**src/rtl/muldiv_pkg.sv**
```systemverilog
// Shared operation codes and FSM state type for the E-stage multiply/divide unit.
package muldiv_pkg;
  localparam logic [2:0] mdu_MULT  = 3'd0;
  localparam logic [2:0] mdu_MULTU = 3'd1;
  localparam logic [2:0] mdu_DIV   = 3'd2;
  localparam logic [2:0] mdu_DIVU  = 3'd3;
  localparam logic [2:0] mdu_MTHI  = 3'd4;
  localparam logic [2:0] mdu_MTLO  = 3'd5;
  localparam logic [2:0] mdu_MADD  = 3'd6;
  localparam logic [2:0] mdu_MADDU = 3'd7;

  typedef enum logic [1:0] {IDLE, MUL, DIV} mdu_state_t;
endpackage

```
**src/rtl/muldiv_calc.sv**
```systemverilog
// Combinational datapath: product, quotient/remainder or accumulate on latched operands.
// MADD/MADDU accumulation is present only when MDU_MADD_EN is defined.
module muldiv_calc
  import muldiv_pkg::*;
(
  input  logic [31:0] i_a,
  input  logic [31:0] i_b,
  input  logic [2:0]  i_op,
  input  logic [31:0] i_hi,
  input  logic [31:0] i_lo,
  output logic [63:0] o_res,
  output logic        o_dz
);
  logic        w_sgn, w_neg_a, w_neg_b, w_is_div, w_dz;
  logic [31:0] w_mag_a, w_mag_b, w_dvsr, w_q, w_r, w_q_s, w_r_s;
  logic [63:0] w_umag, w_prod;

  assign w_sgn   = (i_op == mdu_MULT) || (i_op == mdu_DIV) || (i_op == mdu_MADD);
  assign w_neg_a = w_sgn & i_a[31];
  assign w_neg_b = w_sgn & i_b[31];
  // Work on magnitudes so 0x80000000 / -1 wraps to 0x80000000 without overflow.
  assign w_mag_a = w_neg_a ? -i_a : i_a;
  assign w_mag_b = w_neg_b ? -i_b : i_b;

  assign w_umag = {32'd0, w_mag_a} * {32'd0, w_mag_b};
  assign w_prod = (w_neg_a ^ w_neg_b) ? -w_umag : w_umag;

  assign w_is_div = (i_op == mdu_DIV) || (i_op == mdu_DIVU);
  assign w_dz     = (i_b == 32'd0);
  assign w_dvsr   = w_dz ? 32'd1 : w_mag_b;
  assign w_q      = w_mag_a / w_dvsr;
  assign w_r      = w_mag_a % w_dvsr;
  assign w_q_s    = (w_neg_a ^ w_neg_b) ? -w_q : w_q;
  assign w_r_s    = w_neg_a ? -w_r : w_r;
  assign o_dz     = w_is_div & w_dz;

  always_comb begin
    o_res = {i_hi, i_lo};
    case (i_op)
      mdu_MULT, mdu_MULTU: o_res = w_prod;
      mdu_DIV, mdu_DIVU:   o_res = {w_r_s, w_q_s};
`ifdef MDU_MADD_EN
      mdu_MADD, mdu_MADDU: o_res = {i_hi, i_lo} + w_prod;
`endif
      default:             o_res = {i_hi, i_lo};
    endcase
  end
endmodule

```
**src/rtl/muldiv_unit.sv**
```systemverilog
// Multi-cycle multiply/divide unit owning HI/LO; busy drives the hazard stall.
// Optional MADD/MADDU (mod 6/7) enabled by defining MDU_MADD_EN.
module muldiv_unit
  import muldiv_pkg::*;
#(
  parameter int MUL_LAT = 5,
  parameter int DIV_LAT = 10
) (
  input  logic        clk,
  input  logic        rst,
  input  logic [31:0] d1,
  input  logic [31:0] d2,
  input  logic        start,
  input  logic [2:0]  mod,
  output logic [31:0] HI,
  output logic [31:0] LO,
  output logic        busy
);
  localparam int MAX_LAT = (MUL_LAT > DIV_LAT) ? MUL_LAT : DIV_LAT;
  localparam int CW      = $clog2(MAX_LAT + 1);

  mdu_state_t  r_state, w_state_nxt;
  logic [CW-1:0] r_cnt, w_cnt_nxt;
  logic [31:0] r_a, r_b, r_hi, r_lo;
  logic [2:0]  r_op;
  logic        w_ld, w_commit, w_wr_hi, w_wr_lo, w_dz;
  logic [63:0] w_res;

  muldiv_calc u_calc (
    .i_a  (r_a),
    .i_b  (r_b),
    .i_op (r_op),
    .i_hi (r_hi),
    .i_lo (r_lo),
    .o_res(w_res),
    .o_dz (w_dz)
  );

  always_comb begin
    w_state_nxt = r_state;
    w_cnt_nxt   = r_cnt;
    w_ld        = 1'b0;
    w_commit    = 1'b0;
    w_wr_hi     = 1'b0;
    w_wr_lo     = 1'b0;
    case (r_state)
      IDLE: if (start) begin
        case (mod)
`ifdef MDU_MADD_EN
          mdu_MULT, mdu_MULTU, mdu_MADD, mdu_MADDU: begin
`else
          mdu_MULT, mdu_MULTU: begin
`endif
            w_ld        = 1'b1;
            w_cnt_nxt   = CW'(MUL_LAT);
            w_state_nxt = MUL;
          end
          mdu_DIV, mdu_DIVU: begin
            w_ld        = 1'b1;
            w_cnt_nxt   = CW'(DIV_LAT);
            w_state_nxt = DIV;
          end
          mdu_MTHI: w_wr_hi = 1'b1;
          mdu_MTLO: w_wr_lo = 1'b1;
          default: ;
        endcase
      end
      MUL, DIV: begin
        // start is ignored here; the hazard unit never issues one while busy.
        w_cnt_nxt = r_cnt - CW'(1);
        if (r_cnt == CW'(1)) begin
          w_state_nxt = IDLE;
          w_commit    = !w_dz;
        end
      end
      default: w_state_nxt = IDLE;
    endcase
  end

  always_ff @(posedge clk) begin
    if (rst) begin
      r_state <= IDLE;
      r_cnt   <= '0;
      r_a     <= '0;
      r_b     <= '0;
      r_op    <= '0;
      r_hi    <= '0;
      r_lo    <= '0;
    end else begin
      r_state <= w_state_nxt;
      r_cnt   <= w_cnt_nxt;
      if (w_ld) begin
        r_a  <= d1;
        r_b  <= d2;
        r_op <= mod;
      end
      if (w_commit) {r_hi, r_lo} <= w_res;
      if (w_wr_hi) r_hi <= d1;
      if (w_wr_lo) r_lo <= d1;
    end
  end

  assign HI   = r_hi;
  assign LO   = r_lo;
  assign busy = (r_state != IDLE);
endmodule

```
**config.mk**
```make
export PLATFORM = sky130hd
export DESIGN_NAME = muldiv_unit
export DESIGN_NICKNAME = d
export VERILOG_FILES = /design/src/rtl/muldiv_pkg.sv /design/src/rtl/muldiv_calc.sv /design/src/rtl/muldiv_unit.sv
export SDC_FILE = /design/constraint.sdc
export NUM_CORES = 2
export LEC_CHECK = 0
export ABC_AREA = 1
export CORE_UTILIZATION = 60
export CTS_CLUSTER_DIAMETER = 30
export DETAILED_ROUTE_END_ITERATION = 12
export PLACE_DENSITY = 0.85
export SETUP_SLACK_MARGIN = 0.5
export SYNTH_ARGS = -nofsm -noshare
export SYNTH_HDL_FRONTEND = slang
export SYNTH_SLANG_ARGS = --single-unit
```
**constraint.sdc**
```tcl
create_clock -name clk -period 188.8 [get_ports clk]
set_input_delay 18.88 -clock clk [delete_from_list [all_inputs] [get_ports clk]]
set_output_delay 18.88 -clock clk [all_outputs]
set_load 0.02 [all_outputs]
```
==> results.sh <==
export IMPL_status="finished, final reports clean"
export IMPL_viasPerCell=6.11
export IMPL_io_pins=135
export IMPL_reg2reg_setup_slack_ps=102330
export IMPL_critical_path_endpoint_type="register"
export IMPL_required_ps=189150
export IMPL_initial_core_util_pct=60.8
export IMPL_synth_avg_cell_area_um2=6.69
export IMPL_die_area_um2=124000
export IMPL_slowest_stage="dfxtp_1"
export IMPL_clkTransAtPathRegs_ps=80
export IMPL_port_buffers=134
export IMPL_async_flop_share_pct=0
export IMPL_cts_tree="yes"
export IMPL_timing_rr_start="r_b[0]"
export IMPL_die_y_um=351
export IMPL_max_stage_delay_ps=980
export IMPL_drt_wirelength_per_cell_um=23.9
export IMPL_synth_compound_area_share_pct=12.9
export IMPL_relSlewSlack_pct=10.3
export IMPL_num_nets_final=12700
export IMPL_worst_pin_slew_ps=1330
export IMPL_clkLatencyLatePin_ps=490
export IMPL_cts_repair_resized=0
export IMPL_route_met2_wl_um=122000
export IMPL_dp_cells=12500
export IMPL_postCtsHoldBufs=0
export IMPL_core_area_um2=120000
export IMPL_synth_cell_types=88
export IMPL_final_core_util_pct=63.8
export IMPL_fin_crit_ps=86470
export IMPL_yosys_top_cells_area="fa_1, nand2_1, ha_1"
export IMPL_hp_class="reg -> reg"
export IMPL_hpwl_um=235000
export IMPL_cap_violations=0
export IMPL_synth_xor_area_share_pct=5.65
export IMPL_numCtsBuffers=17
export IMPL_nFillCells=10900
export IMPL_track_usage_pct=48.2
export IMPL_path_common_cell="nand2_1"
export IMPL_synth_top_family_by_area="adder cells"
export IMPL_htreeDepth=4
export IMPL_root_buffer="clkbuf_16"
export IMPL_setup_violations=0
export IMPL_gp_congestion=1.15
export IMPL_path_class="reg -> reg"
export IMPL_grt_first_pass_wirelength_um=446000
export IMPL_min_from="r_a[13]"
export IMPL_setup_tns_final_ps=0
export IMPL_routed_wl_um=300000
export IMPL_fp_dieW_um=351
export IMPL_cp_startpoint="r_b[0]"
export IMPL_syn_inst=11000
export IMPL_drive_above_1_share_pct=4.91
export IMPL_top_layer="met5"
export IMPL_grt_overflow_total=0
export IMPL_rsz0062_at_grt="false"
export IMPL_fmax_ghz=0.0116
export IMPL_synth_largest_area_cell="fa_1"
export IMPL_postCtsSetupBuffers=0
export IMPL_synth_nets=12700
export IMPL_routed_wl_met3_um=41900
export IMPL_design_area_um2=76900
export IMPL_rows=127
export IMPL_drc=0
export IMPL_syn2layout_area_growth_pct=4.89
export IMPL_synth_top_area_share_pct=24.5
export IMPL_grt_max_degree=84
export IMPL_antenna_found_initial=20
export IMPL_finalNonFillerCells=12600
export IMPL_yosysSeqAreaShare_pct=3.74
export IMPL_crit_path_max_fanout=55
export IMPL_vias=76600
export IMPL_m1WireLength_um=109000
export IMPL_fin_worst_skew_ps=16.3
export IMPL_synth_fa_ha_area_share_pct=38.2
export IMPL_slew_violations=0
export IMPL_crit_path_start_kind="register"
export IMPL_drt_pass1_iter_count=6
export IMPL_grt_pass1_vias=74300
export IMPL_period_share_pct=45.8
export IMPL_yosys_warnings=0
export IMPL_rr_worst_depth=538
export IMPL_synth_area_um2=73300
export IMPL_clock_sinks=137
export IMPL_layout_commonest_cell="nand2_1"
export IMPL_synth_mux_area_share_pct=0.0273
export IMPL_placed_cell_area_um2=76200
export IMPL_yosys_area_share_simple_pct=26.1
export IMPL_hold_viol=0
export IMPL_detail_route_iter0_violations=9607
export IMPL_ant_nets=0
export IMPL_crit_arrival_ps=86810
export IMPL_cts_buffer_depth=2
export IMPL_synth_seq_cells=137
export IMPL_min_path_cells=2
export IMPL_final_cell_mix="nand2_1, inv_1, fa_1, ha_1, a21oi_1"
export IMPL_synth_edf_count=0
export IMPL_synthFlopType="dfxtp_1"
-- layout make-up --
class,instances,area (µm²),area share (%)
Antenna cell,12,30.0,0.0391
Clock buffer,17,425,0.553
Clock inverter,15,194,0.252
Inverter,2152,8090,10.5
Multi-Input combinational cell,8318,60900,79.2
Sequential cell,137,2740,3.57
Tap cell,1612,2020,2.62
Timing Repair Buffer,287,2500,3.26
-- sequential cells by signal, summed over array words and instances (netlist names) --
name / cells
r_cnt: 4
r_state: 2
LO: 32
r_a: 32
r_b: 32
HI: 32
r_op: 3
-- metrics by stage --
step	worst slack [ps]	hold WS, ps
4_1_cts	104580	490
5_1_grt	93320	505
6_report	102330	499
3_3_place_gp	106630	474
2_1_floorplan	120940	454
3_5_place_dp	104860	480
-- final timing paths --
| path | end |
|---|---|
| worst max-delay path | LO[26] |
| worst max register to register | LO[26] |
| worst min register to register | r_a[13] |
| worst min-delay path | r_a[13] |
-- routing by layer --
layer,vias up,GRT usage (%)
li1,34300,-
met1,35900,59.6
met2,5166,70.0
met3,1234,14.9
met4,18,37.3
met5,-,0
-- worst max-delay path, delay by kind of cell, from the launching register on --
kind,cells,cell delay (ps)
AO/OA/AOI/OAI,141,26960
XOR/XNOR,5,720
adder cells (fa/ha/maj),33,10420
buffers and inverters,90,11200
flip-flops,1,980
AND/OR/NAND/NOR,269,35870
-- synth_stat cells, drive strengths merged, types with 85 or more instances --
cell type and number:
a21oi 739, buf 121, clkbuf 233, dfxtp 137, fa 897, ha 801
inv 2132, nand2 2881, nand3 444, nand4 85, nor2 734, nor3 164
o21ai 528, or2 87, xnor2 155, xor2 316
-- logic make-up after synthesis --
logic type,after synthesis
AND/OR/NAND/NOR,4508
flip-flops,137
multiplexers,2
adder cells (fa/ha/maj),1698
buffers and inverters,2507
AO/OA/AOI/OAI,1639
XOR/XNOR,471
Power is not shown: default switching activity piles up to over one toggle a cycle in this logic, so the estimate is an artifact.
